### config.mk
export PLATFORM = sky130hd
export DESIGN_NAME = pipeline_hazard_ctrl_flat
export DESIGN_NICKNAME = d
export VERILOG_FILES = /design/src/rtl/pipeline_hazard_ctrl_if.sv /design/src/rtl/pipeline_hazard_ctrl.sv /design/src/flat_wrapper.sv
export SDC_FILE = /design/constraint.sdc
export NUM_CORES = 1
export LEC_CHECK = 0
export ABC_AREA = 1
export CORE_UTILIZATION = 30
export DETAILED_ROUTE_END_ITERATION = 8
export PLACE_DENSITY = 0.58
export SYNTH_ARGS = -nofsm -noshare
export SYNTH_HDL_FRONTEND = slang
export SYNTH_SLANG_ARGS = --single-unit
### constraint.sdc
create_clock -name clk -period 1.6 [get_ports clk]
set_input_delay 0.32 -clock clk [delete_from_list [all_inputs] [get_ports clk]]
set_output_delay 0.32 -clock clk [all_outputs]
set_load 0.05 [all_outputs]
### src/rtl/pipeline_hazard_ctrl_if.sv
// Bundle between the decoder/datapath and the hazard controller.
// The decoder side (master) presents the ID-stage instruction fields and
// consumes the stall, bubble and forwarding selects; the controller side
// (slave) does the opposite.
interface pipeline_hazard_ctrl_if #(
    parameter int STALL_CNT_W = 16
);
    // ID-stage instruction fields
    logic [4:0]             rS1;
    logic [4:0]             rS2;
    logic                   idUsesS1;
    logic                   idUsesS2;
    logic [4:0]             idRw;
    logic                   idRegWr;
    logic                   idLoad;
    logic                   idStore;
    logic                   idBranch;
    logic                   idHalt;

    // Forwarding selects (ID compare and values latched into ID/EX)
    logic                   exMemIdA;
    logic                   exMemIdB;
    logic                   exMemExA;
    logic                   exMemExB;
    logic                   memWbExA;
    logic                   memWbExB;
    logic                   memWbMem;

    // Pipeline flow control and status
    logic                   ifIdWrIn;
    logic                   pcWr;
    logic                   bubble;
    logic                   endProgram;
    logic [STALL_CNT_W-1:0] stallCycles;

    modport master (
        output rS1, rS2, idUsesS1, idUsesS2, idRw, idRegWr,
               idLoad, idStore, idBranch, idHalt,
        input  exMemIdA, exMemIdB, exMemExA, exMemExB,
               memWbExA, memWbExB, memWbMem,
               ifIdWrIn, pcWr, bubble, endProgram, stallCycles
    );

    modport slave (
        input  rS1, rS2, idUsesS1, idUsesS2, idRw, idRegWr,
               idLoad, idStore, idBranch, idHalt,
        output exMemIdA, exMemIdB, exMemExA, exMemExB,
               memWbExA, memWbExB, memWbMem,
               ifIdWrIn, pcWr, bubble, endProgram, stallCycles
    );
endinterface

### src/rtl/pipeline_hazard_ctrl.sv
// Hazard and forwarding controller for the IF/ID/EX/MEM/WB pipeline.
// Tracks the destination/write/load flags of the instructions in EX, MEM and
// WB, detects RAW hazards against the ID-stage sources, produces the
// forwarding selects that ID/EX latches, stalls IF/ID and the PC while
// injecting bubbles, and sequences the end-of-program drain.
module pipeline_hazard_ctrl #(
    parameter int DRAIN_CYCLES = 4,
    parameter int STALL_CNT_W  = 16
) (
    input  logic                  clk,
    input  logic                  reset,
    pipeline_hazard_ctrl_if.slave hz
);

    // Drain counter only has to hold DRAIN_CYCLES-1.
    localparam int               CNT_W      = (DRAIN_CYCLES > 1) ? $clog2(DRAIN_CYCLES) : 1;
    localparam logic [CNT_W-1:0] DRAIN_LOAD = CNT_W'(DRAIN_CYCLES - 1);

    typedef enum logic [1:0] {
        RUN   = 2'd0,
        DRAIN = 2'd1,
        DONE  = 2'd2
    } state_t;

    // A producer only matters when it really writes a non-zero register.
    function automatic logic regMatch(
        input logic [4:0] src,
        input logic       used,
        input logic [4:0] rw,
        input logic       regWr
    );
        return used && regWr && (rw != 5'd0) && (src == rw);
    endfunction

    // ------------------------------------------------------------------
    // State
    // ------------------------------------------------------------------
    logic [4:0]             exRw_r;
    logic                   exRegWr_r;
    logic                   exLoad_r;
    logic [4:0]             memRw_r;
    logic                   memRegWr_r;
    logic                   memLoad_r;
    logic [4:0]             wbRw_r;
    logic                   wbRegWr_r;

    state_t                 state_r;
    logic [CNT_W-1:0]       drainCnt_r;
    logic                   endProgram_r;
    logic [STALL_CNT_W-1:0] stallCycles_r;

    // ------------------------------------------------------------------
    // Hazard detection
    // ------------------------------------------------------------------
    logic hitEx1_s;
    logic hitEx2_s;
    logic hitMem1_s;
    logic hitMem2_s;
    logic hitWb1_s;
    logic hitWb2_s;

    logic loadUse_s;
    logic branchEx_s;
    logic branchMemLoad_s;
    logic wbOnly_s;
    logic hazard_s;
    logic run_s;
    logic stall_s;
    logic flowing_s;
    logic acceptHalt_s;

    assign hitEx1_s  = regMatch(hz.rS1, hz.idUsesS1, exRw_r,  exRegWr_r);
    assign hitEx2_s  = regMatch(hz.rS2, hz.idUsesS2, exRw_r,  exRegWr_r);
    assign hitMem1_s = regMatch(hz.rS1, hz.idUsesS1, memRw_r, memRegWr_r);
    assign hitMem2_s = regMatch(hz.rS2, hz.idUsesS2, memRw_r, memRegWr_r);
    assign hitWb1_s  = regMatch(hz.rS1, hz.idUsesS1, wbRw_r,  wbRegWr_r);
    assign hitWb2_s  = regMatch(hz.rS2, hz.idUsesS2, wbRw_r,  wbRegWr_r);

    // Load result not ready for EX yet; store data (rS2) can take it later in MEM.
    assign loadUse_s       = exLoad_r && (hitEx1_s || (hitEx2_s && !hz.idStore));
    // Branch compares in ID, so an EX producer of busA can never be forwarded.
    assign branchEx_s      = hz.idBranch && hitEx1_s;
    // Load data in MEM is not available to the ID comparator.
    assign branchMemLoad_s = hz.idBranch && memLoad_r && (hitMem1_s || hitMem2_s);
    // No register-file write-through: a WB producer is invisible to the ID read.
    assign wbOnly_s        = (hitWb1_s && !hitEx1_s && !hitMem1_s) ||
                             (hitWb2_s && !hitEx2_s && !hitMem2_s);

    assign hazard_s     = loadUse_s || branchEx_s || branchMemLoad_s || wbOnly_s;
    assign run_s        = (state_r == RUN);
    assign stall_s      = run_s && hazard_s;
    assign flowing_s    = run_s && !hazard_s;
    assign acceptHalt_s = flowing_s && hz.idHalt;

    // ------------------------------------------------------------------
    // Flow control and forwarding selects
    // ------------------------------------------------------------------
    logic ifIdWrIn_s;
    logic pcWr_s;
    logic bubble_s;
    logic exMemIdA_s;
    logic exMemIdB_s;
    logic exMemExA_s;
    logic exMemExB_s;
    logic memWbExA_s;
    logic memWbExB_s;
    logic memWbMem_s;

    // Forward only while the ID instruction actually advances; otherwise hold and bubble.
    always_comb begin
        ifIdWrIn_s = 1'b1;
        pcWr_s     = 1'b1;
        bubble_s   = 1'b0;
        exMemIdA_s = 1'b0;
        exMemIdB_s = 1'b0;
        exMemExA_s = 1'b0;
        exMemExB_s = 1'b0;
        memWbExA_s = 1'b0;
        memWbExB_s = 1'b0;
        memWbMem_s = 1'b0;
        if (flowing_s) begin
            exMemExA_s = hitEx1_s && !exLoad_r;
            exMemExB_s = hitEx2_s && !exLoad_r;
            memWbExA_s = hitMem1_s && !exMemExA_s;
            memWbExB_s = hitMem2_s && !exMemExB_s;
            exMemIdA_s = hz.idBranch && hitMem1_s && !memLoad_r;
            exMemIdB_s = hz.idBranch && hitMem2_s && !memLoad_r;
            memWbMem_s = hz.idStore && hitEx2_s && exLoad_r;
        end else begin
            ifIdWrIn_s = 1'b0;
            pcWr_s     = 1'b0;
            bubble_s   = 1'b1;
        end
    end

    assign hz.ifIdWrIn    = ifIdWrIn_s;
    assign hz.pcWr        = pcWr_s;
    assign hz.bubble      = bubble_s;
    assign hz.exMemIdA    = exMemIdA_s;
    assign hz.exMemIdB    = exMemIdB_s;
    assign hz.exMemExA    = exMemExA_s;
    assign hz.exMemExB    = exMemExB_s;
    assign hz.memWbExA    = memWbExA_s;
    assign hz.memWbExB    = memWbExB_s;
    assign hz.memWbMem    = memWbMem_s;
    assign hz.endProgram  = endProgram_r;
    assign hz.stallCycles = stallCycles_r;

    // ------------------------------------------------------------------
    // Sequential logic
    // ------------------------------------------------------------------

    // Shift producer tracking EX -> MEM -> WB; a bubble enters EX as all-zero.
    always_ff @(posedge clk) begin
        if (reset) begin
            exRw_r     <= 5'd0;
            exRegWr_r  <= 1'b0;
            exLoad_r   <= 1'b0;
            memRw_r    <= 5'd0;
            memRegWr_r <= 1'b0;
            memLoad_r  <= 1'b0;
            wbRw_r     <= 5'd0;
            wbRegWr_r  <= 1'b0;
        end else begin
            wbRw_r     <= memRw_r;
            wbRegWr_r  <= memRegWr_r;
            memRw_r    <= exRw_r;
            memRegWr_r <= exRegWr_r;
            memLoad_r  <= exLoad_r;
            if (bubble_s) begin
                exRw_r    <= 5'd0;
                exRegWr_r <= 1'b0;
                exLoad_r  <= 1'b0;
            end else begin
                exRw_r    <= hz.idRw;
                exRegWr_r <= hz.idRegWr;
                exLoad_r  <= hz.idLoad;
            end
        end
    end

    // Halt sequencing: RUN until a non-stalled halt, DRAIN for DRAIN_CYCLES, then DONE until reset.
    always_ff @(posedge clk) begin
        if (reset) begin
            state_r      <= RUN;
            drainCnt_r   <= {CNT_W{1'b0}};
            endProgram_r <= 1'b0;
        end else begin
            case (state_r)
                RUN: begin
                    endProgram_r <= 1'b0;
                    if (acceptHalt_s) begin
                        state_r    <= DRAIN;
                        drainCnt_r <= DRAIN_LOAD;
                    end else begin
                        state_r    <= RUN;
                        drainCnt_r <= {CNT_W{1'b0}};
                    end
                end
                DRAIN: begin
                    if (drainCnt_r == {CNT_W{1'b0}}) begin
                        state_r      <= DONE;
                        endProgram_r <= 1'b1;
                    end else begin
                        state_r      <= DRAIN;
                        drainCnt_r   <= drainCnt_r - CNT_W'(1);
                        endProgram_r <= 1'b0;
                    end
                end
                DONE: begin
                    state_r      <= DONE;
                    endProgram_r <= 1'b1;
                end
                default: begin
                    // Unreachable encoding: restart in RUN rather than freeze silently.
                    state_r      <= RUN;
                    drainCnt_r   <= {CNT_W{1'b0}};
                    endProgram_r <= 1'b0;
                end
            endcase
        end
    end

    // Count hazard-stall cycles while running, saturating at all-ones.
    always_ff @(posedge clk) begin
        if (reset) begin
            stallCycles_r <= {STALL_CNT_W{1'b0}};
        end else if (stall_s && (stallCycles_r != {STALL_CNT_W{1'b1}})) begin
            stallCycles_r <= stallCycles_r + STALL_CNT_W'(1);
        end else begin
            stallCycles_r <= stallCycles_r;
        end
    end

endmodule

### src/flat_wrapper.sv
// flat-port wrapper written by rule: the top's interface ports become plain ports
module pipeline_hazard_ctrl_flat 
#(
    parameter int DRAIN_CYCLES = 4,
    parameter int STALL_CNT_W  = 16
)
  (clk, reset, hz_rS1, hz_rS2, hz_idUsesS1, hz_idUsesS2, hz_idRw, hz_idRegWr, hz_idLoad, hz_idStore, hz_idBranch, hz_idHalt, hz_exMemIdA, hz_exMemIdB, hz_exMemExA, hz_exMemExB, hz_memWbExA, hz_memWbExB, hz_memWbMem, hz_ifIdWrIn, hz_pcWr, hz_bubble, hz_endProgram, hz_stallCycles);
  pipeline_hazard_ctrl_if #(.STALL_CNT_W(STALL_CNT_W)) hz_i ();
  input  logic clk;
  input  logic reset;
  input wire logic [$bits(hz_i.rS1)-1:0] hz_rS1;
  input wire logic [$bits(hz_i.rS2)-1:0] hz_rS2;
  input wire logic [$bits(hz_i.idUsesS1)-1:0] hz_idUsesS1;
  input wire logic [$bits(hz_i.idUsesS2)-1:0] hz_idUsesS2;
  input wire logic [$bits(hz_i.idRw)-1:0] hz_idRw;
  input wire logic [$bits(hz_i.idRegWr)-1:0] hz_idRegWr;
  input wire logic [$bits(hz_i.idLoad)-1:0] hz_idLoad;
  input wire logic [$bits(hz_i.idStore)-1:0] hz_idStore;
  input wire logic [$bits(hz_i.idBranch)-1:0] hz_idBranch;
  input wire logic [$bits(hz_i.idHalt)-1:0] hz_idHalt;
  output wire logic [$bits(hz_i.exMemIdA)-1:0] hz_exMemIdA;
  output wire logic [$bits(hz_i.exMemIdB)-1:0] hz_exMemIdB;
  output wire logic [$bits(hz_i.exMemExA)-1:0] hz_exMemExA;
  output wire logic [$bits(hz_i.exMemExB)-1:0] hz_exMemExB;
  output wire logic [$bits(hz_i.memWbExA)-1:0] hz_memWbExA;
  output wire logic [$bits(hz_i.memWbExB)-1:0] hz_memWbExB;
  output wire logic [$bits(hz_i.memWbMem)-1:0] hz_memWbMem;
  output wire logic [$bits(hz_i.ifIdWrIn)-1:0] hz_ifIdWrIn;
  output wire logic [$bits(hz_i.pcWr)-1:0] hz_pcWr;
  output wire logic [$bits(hz_i.bubble)-1:0] hz_bubble;
  output wire logic [$bits(hz_i.endProgram)-1:0] hz_endProgram;
  output wire logic [$bits(hz_i.stallCycles)-1:0] hz_stallCycles;
  assign hz_i.rS1 = hz_rS1;
  assign hz_i.rS2 = hz_rS2;
  assign hz_i.idUsesS1 = hz_idUsesS1;
  assign hz_i.idUsesS2 = hz_idUsesS2;
  assign hz_i.idRw = hz_idRw;
  assign hz_i.idRegWr = hz_idRegWr;
  assign hz_i.idLoad = hz_idLoad;
  assign hz_i.idStore = hz_idStore;
  assign hz_i.idBranch = hz_idBranch;
  assign hz_i.idHalt = hz_idHalt;
  assign hz_exMemIdA = hz_i.exMemIdA;
  assign hz_exMemIdB = hz_i.exMemIdB;
  assign hz_exMemExA = hz_i.exMemExA;
  assign hz_exMemExB = hz_i.exMemExB;
  assign hz_memWbExA = hz_i.memWbExA;
  assign hz_memWbExB = hz_i.memWbExB;
  assign hz_memWbMem = hz_i.memWbMem;
  assign hz_ifIdWrIn = hz_i.ifIdWrIn;
  assign hz_pcWr = hz_i.pcWr;
  assign hz_bubble = hz_i.bubble;
  assign hz_endProgram = hz_i.endProgram;
  assign hz_stallCycles = hz_i.stallCycles;
  pipeline_hazard_ctrl #(.DRAIN_CYCLES(DRAIN_CYCLES), .STALL_CNT_W(STALL_CNT_W)) u_core (.clk(clk), .reset(reset), .hz(hz_i));
endmodule
==> out/metrics.csv <==
stage;metric;value;unit
timing;Fin Hold WS;0.453;ns
clock_tree;H-tree depth;2;
clock_tree;CTS tree;built;
worst_setup_path;Critical Path AT;2.13;ns
detailed_routing;antenna-violating nets left;0;
worst_hold_path;Worst Hold Class;register to register;
worst_setup_path;reg-to-reg setup timing slack;-0.72;ns
detailed_routing;DR vias;2874;
synthesis;ranking of synthesized cells by area;dfxtp_1 (31%), nand2_1 (17%), inv_1 (8.2%);
layout;final core occ;0.534;
timing;RSZ-0062 raised after global routing;true;
worst_setup_path;Critical Path RT;1.28;ns
synthesis;Yosys reg bits;41;
layout;synth-to-layout area growth;70.6;%
clock_tree;clock-pin slew on the worst setup and hold paths;0.08;ns
synthesis;Post-synth EDFFs;0;
timing;fmax;408;MHz
worst_hold_path;worst min-delay path startpoint;u_core.memRegWr_r;
detailed_routing;DRC;0;
timing;fin crit share;1.53;
floorplan;FP Rows;33;
floorplan;total core area;8340;µm²
power;Power Density;610;nW/µm²
floorplan;die span in y;95.3;µm
synthesis;Syn Nets;426;
global_routing;first-pass GRT wire length;12.8;mm
placement;Buffers on Ports;50;
synthesis;sequential share of the synthesized area;0.314;
status;status;finished, violations left;
synthesis;cell area after synthesis;2610;µm²
worst_setup_path;type of the worst setup path;register to output pin;
power;worst vdd ir;362;µV
detailed_routing;Final Routed Wirelength;7.78;mm
worst_setup_path;Crit Reg-Reg Startpoint;u_core.memRw_r[3];
placement;Inst Count DP;602;
global_routing;antenna violations before repair;0;
worst_setup_path;reg2reg end;u_core.drainCnt_r[1];
synthesis;area leader, netlist;dfxtp_1;
global_routing;number of global-route vias before repair;2761;
placement;GPL Wtd Cong;0.908;
clock_tree;CTS Buf Count;5;
detailed_routing;initial DRC count;135;
worst_setup_path;crit path to;hz_exMemIdA;
global_routing;largest net degree at the start of global routing;28;
clock_tree;clock root buffer;clkbuf_8;
clock_tree;Sink Count;41;
layout;fin cells;627;
worst_setup_path;Worst Setup Start Kind;register;
layout;layout cells sized above 1;0.464;
timing;fin. max-slew vios;0;
power;Leakage;2.07;nW
placement;detailed placer's ending HPWL;5.95;mm
timing;# setup viols final;36;
floorplan;Top Ports;51;
synthesis;Yosys cell types;32;
synthesis;top-area cell type share of the netlist area;0.314;
worst_setup_path;crit-path max FO;5;
synthesis;Post-synth ARST share;0;
worst_setup_path;Reg2Reg Depth;21;
floorplan;Starting Density;0.313;
status;failing checks;setup timing;
floorplan;die area;9090;µm²
clock_tree;clk_lat worst skew;0.29;ns
detailed_routing;routed length per instance;12.4;µm
timing;Tmin final;2.45;ns
synthesis;Mapped Avg Cell Area;6.60;µm²
synthesis;Most used DFF post-synth;dfxtp_1;
timing;worst-margin pin slew;0.489;ns
timing;Max-slew headroom;0.674;
global_routing;gr ovfl total;0;
timing;worst setup margin;-0.850;ns
layout;Nets;552;
timing;Layout Skew;0.00955;ns
timing;final hold vios;0;
global_routing;total track usage;0.183;
clock_tree;Max Buffers Root-to-Sink;2;
job;Max Cap Viol;0;
worst_setup_path;CP endpoint kind;output pin;
synthesis;Synth Warn #;0;
layout;antenna fix cells;0;
floorplan;Die W;95.3;µm
synthesis;top cells by count, synth;nand2_1 (121), inv_1 (57), dfxtp_1 (41), nor2_1 (39), nand2_2 (15);
synthesis;cell count after synthesis;396;
detailed_routing;Pre-Repair DR Iteration Count;5;
detailed_routing;routed vias/inst;4.58;
synthesis;most frequent cell after synthesis;nand2_1;
worst_setup_path;CP Launch Point;u_core.memRw_r[4];
## timing repair
| action | in CTS | in global routing |
|---|---|---|
| hold buffers | 0 | 0 |
| endpoints found under the setup margin | 36 | 36 |
| pin swaps | 12 | 7 |
| gates resized for setup | 50 | 19 |
| buffers inserted | 13 | 9 |
| gates cloned | 1 | 0 |
## cell families (layout without fill, tap and decap cells)
kind of cell    Yosys count  after routing  synth area share
flops                    41             41             0.314
xor+xnor                 15             15            0.0503
buf+inv                  74            200             0.116
fa+ha+maj                 6              6            0.0287
simple gates            231            231             0.404
compound gates           29             29            0.0872
## per-stage QoR
stage | setup slack [ns] | instance area (µm²) | total power [W] | setup TNS (ns)
6_report | -0.850 | 4460 | 0.00272 | -20.76
5_1_grt | -0.969 | 4460 | 0.00287 | -24.84
4_1_cts | -0.871 | 4410 | 0.00274 | -17.99
3_5_place_dp | -1.09 | 4070 | 0.00187 | -31.71
3_3_place_gp | -1.06 | 4070 | 0.00186 | -32.26
2_1_floorplan | -0.729 | 2820 | 0.00152 | -6.84
## final cells by class
cell class                      count  area (µm²)
Multi-Input combinational cell    281        1770
Fill cell                         812        3880
Timing Repair Buffer              126        1330
Inverter                           67         264
Sequential cell                    41         862
Clock inverter                      2        35.0
Tap cell                          105         131
Clock buffer                        5        68.8
## worst min path at each step
stage / end / slack, ns / cells past startpoint
final: u_core.wbRegWr_r / 0.45 / 2
after global routing: u_core.wbRegWr_r / 0.47 / 2
after CTS: u_core.memRegWr_r / 0.45 / 2
after detailed placement: u_core.memRegWr_r / 0.45 / 2
after global placement: u_core.memRegWr_r / 0.45 / 2
after floorplan: u_core.wbRegWr_r / 0.42 / 2
## power by group
group          leakage (nW)  internal (W)  switching, W
combinational          1.67      0.000362      0.000425
clock                0.0540      0.000454      0.000366
sequential            0.346       0.00107     0.0000429
## layer usage
metal,vias up,wire length (µm),track usage
met4,0,72,0.0467
li1,1465,-,-
met1,1323,3620,0.232
met5,-,0,0
met3,5,371,0.0247
met2,81,3720,0.322
## flip-flops by register name (all words and copies together) (netlist names), 2 cells and up
name	count
u_core.memRw_r	5
u_core.wbRw_r	5
u_core.hz.stallCycles	16
u_core.drainCnt_r	2
u_core.exRw_r	5
u_core.state_r	2
## critical path, stage by stage (launching register included)
cell and delay (ns):
dfxtp_4 0.37, inv_4 0.06, nand3_2 0.08, nor2_2 0.13, nor2_1 0.07, nand2_2 0.09
buf_6 0.10, nand2_2 0.04, nand2_2 0.07, nand2_4 0.06, nor2_4 0.17, nand2_8 0.08
buf_12 0.14, nor3b_4 0.22, buf_12 0.16
## layout by cell type (no fill, tap or decap), types with 6 or more instances in the layout
| cell | n |
|---|---|
| dlygate4sd2_1 | 11 |
| nand2_1 | 106 |
| nand3_1 | 12 |
| nor2_1 | 35 |
| nand2_2 | 22 |
| buf_4 | 67 |
| buf_6 | 12 |
| clkdlybuf4s50_1 | 11 |
| inv_1 | 47 |
| nand2_4 | 8 |
| nor2_2 | 12 |
| a21oi_2 | 16 |
| inv_2 | 16 |
| dfxtp_2 | 21 |
| dfxtp_1 | 16 |
| xor2_1 | 10 |
| a21oi_1 | 6 |
| buf_12 | 23 |
Power figures use the tool's default switching activity.
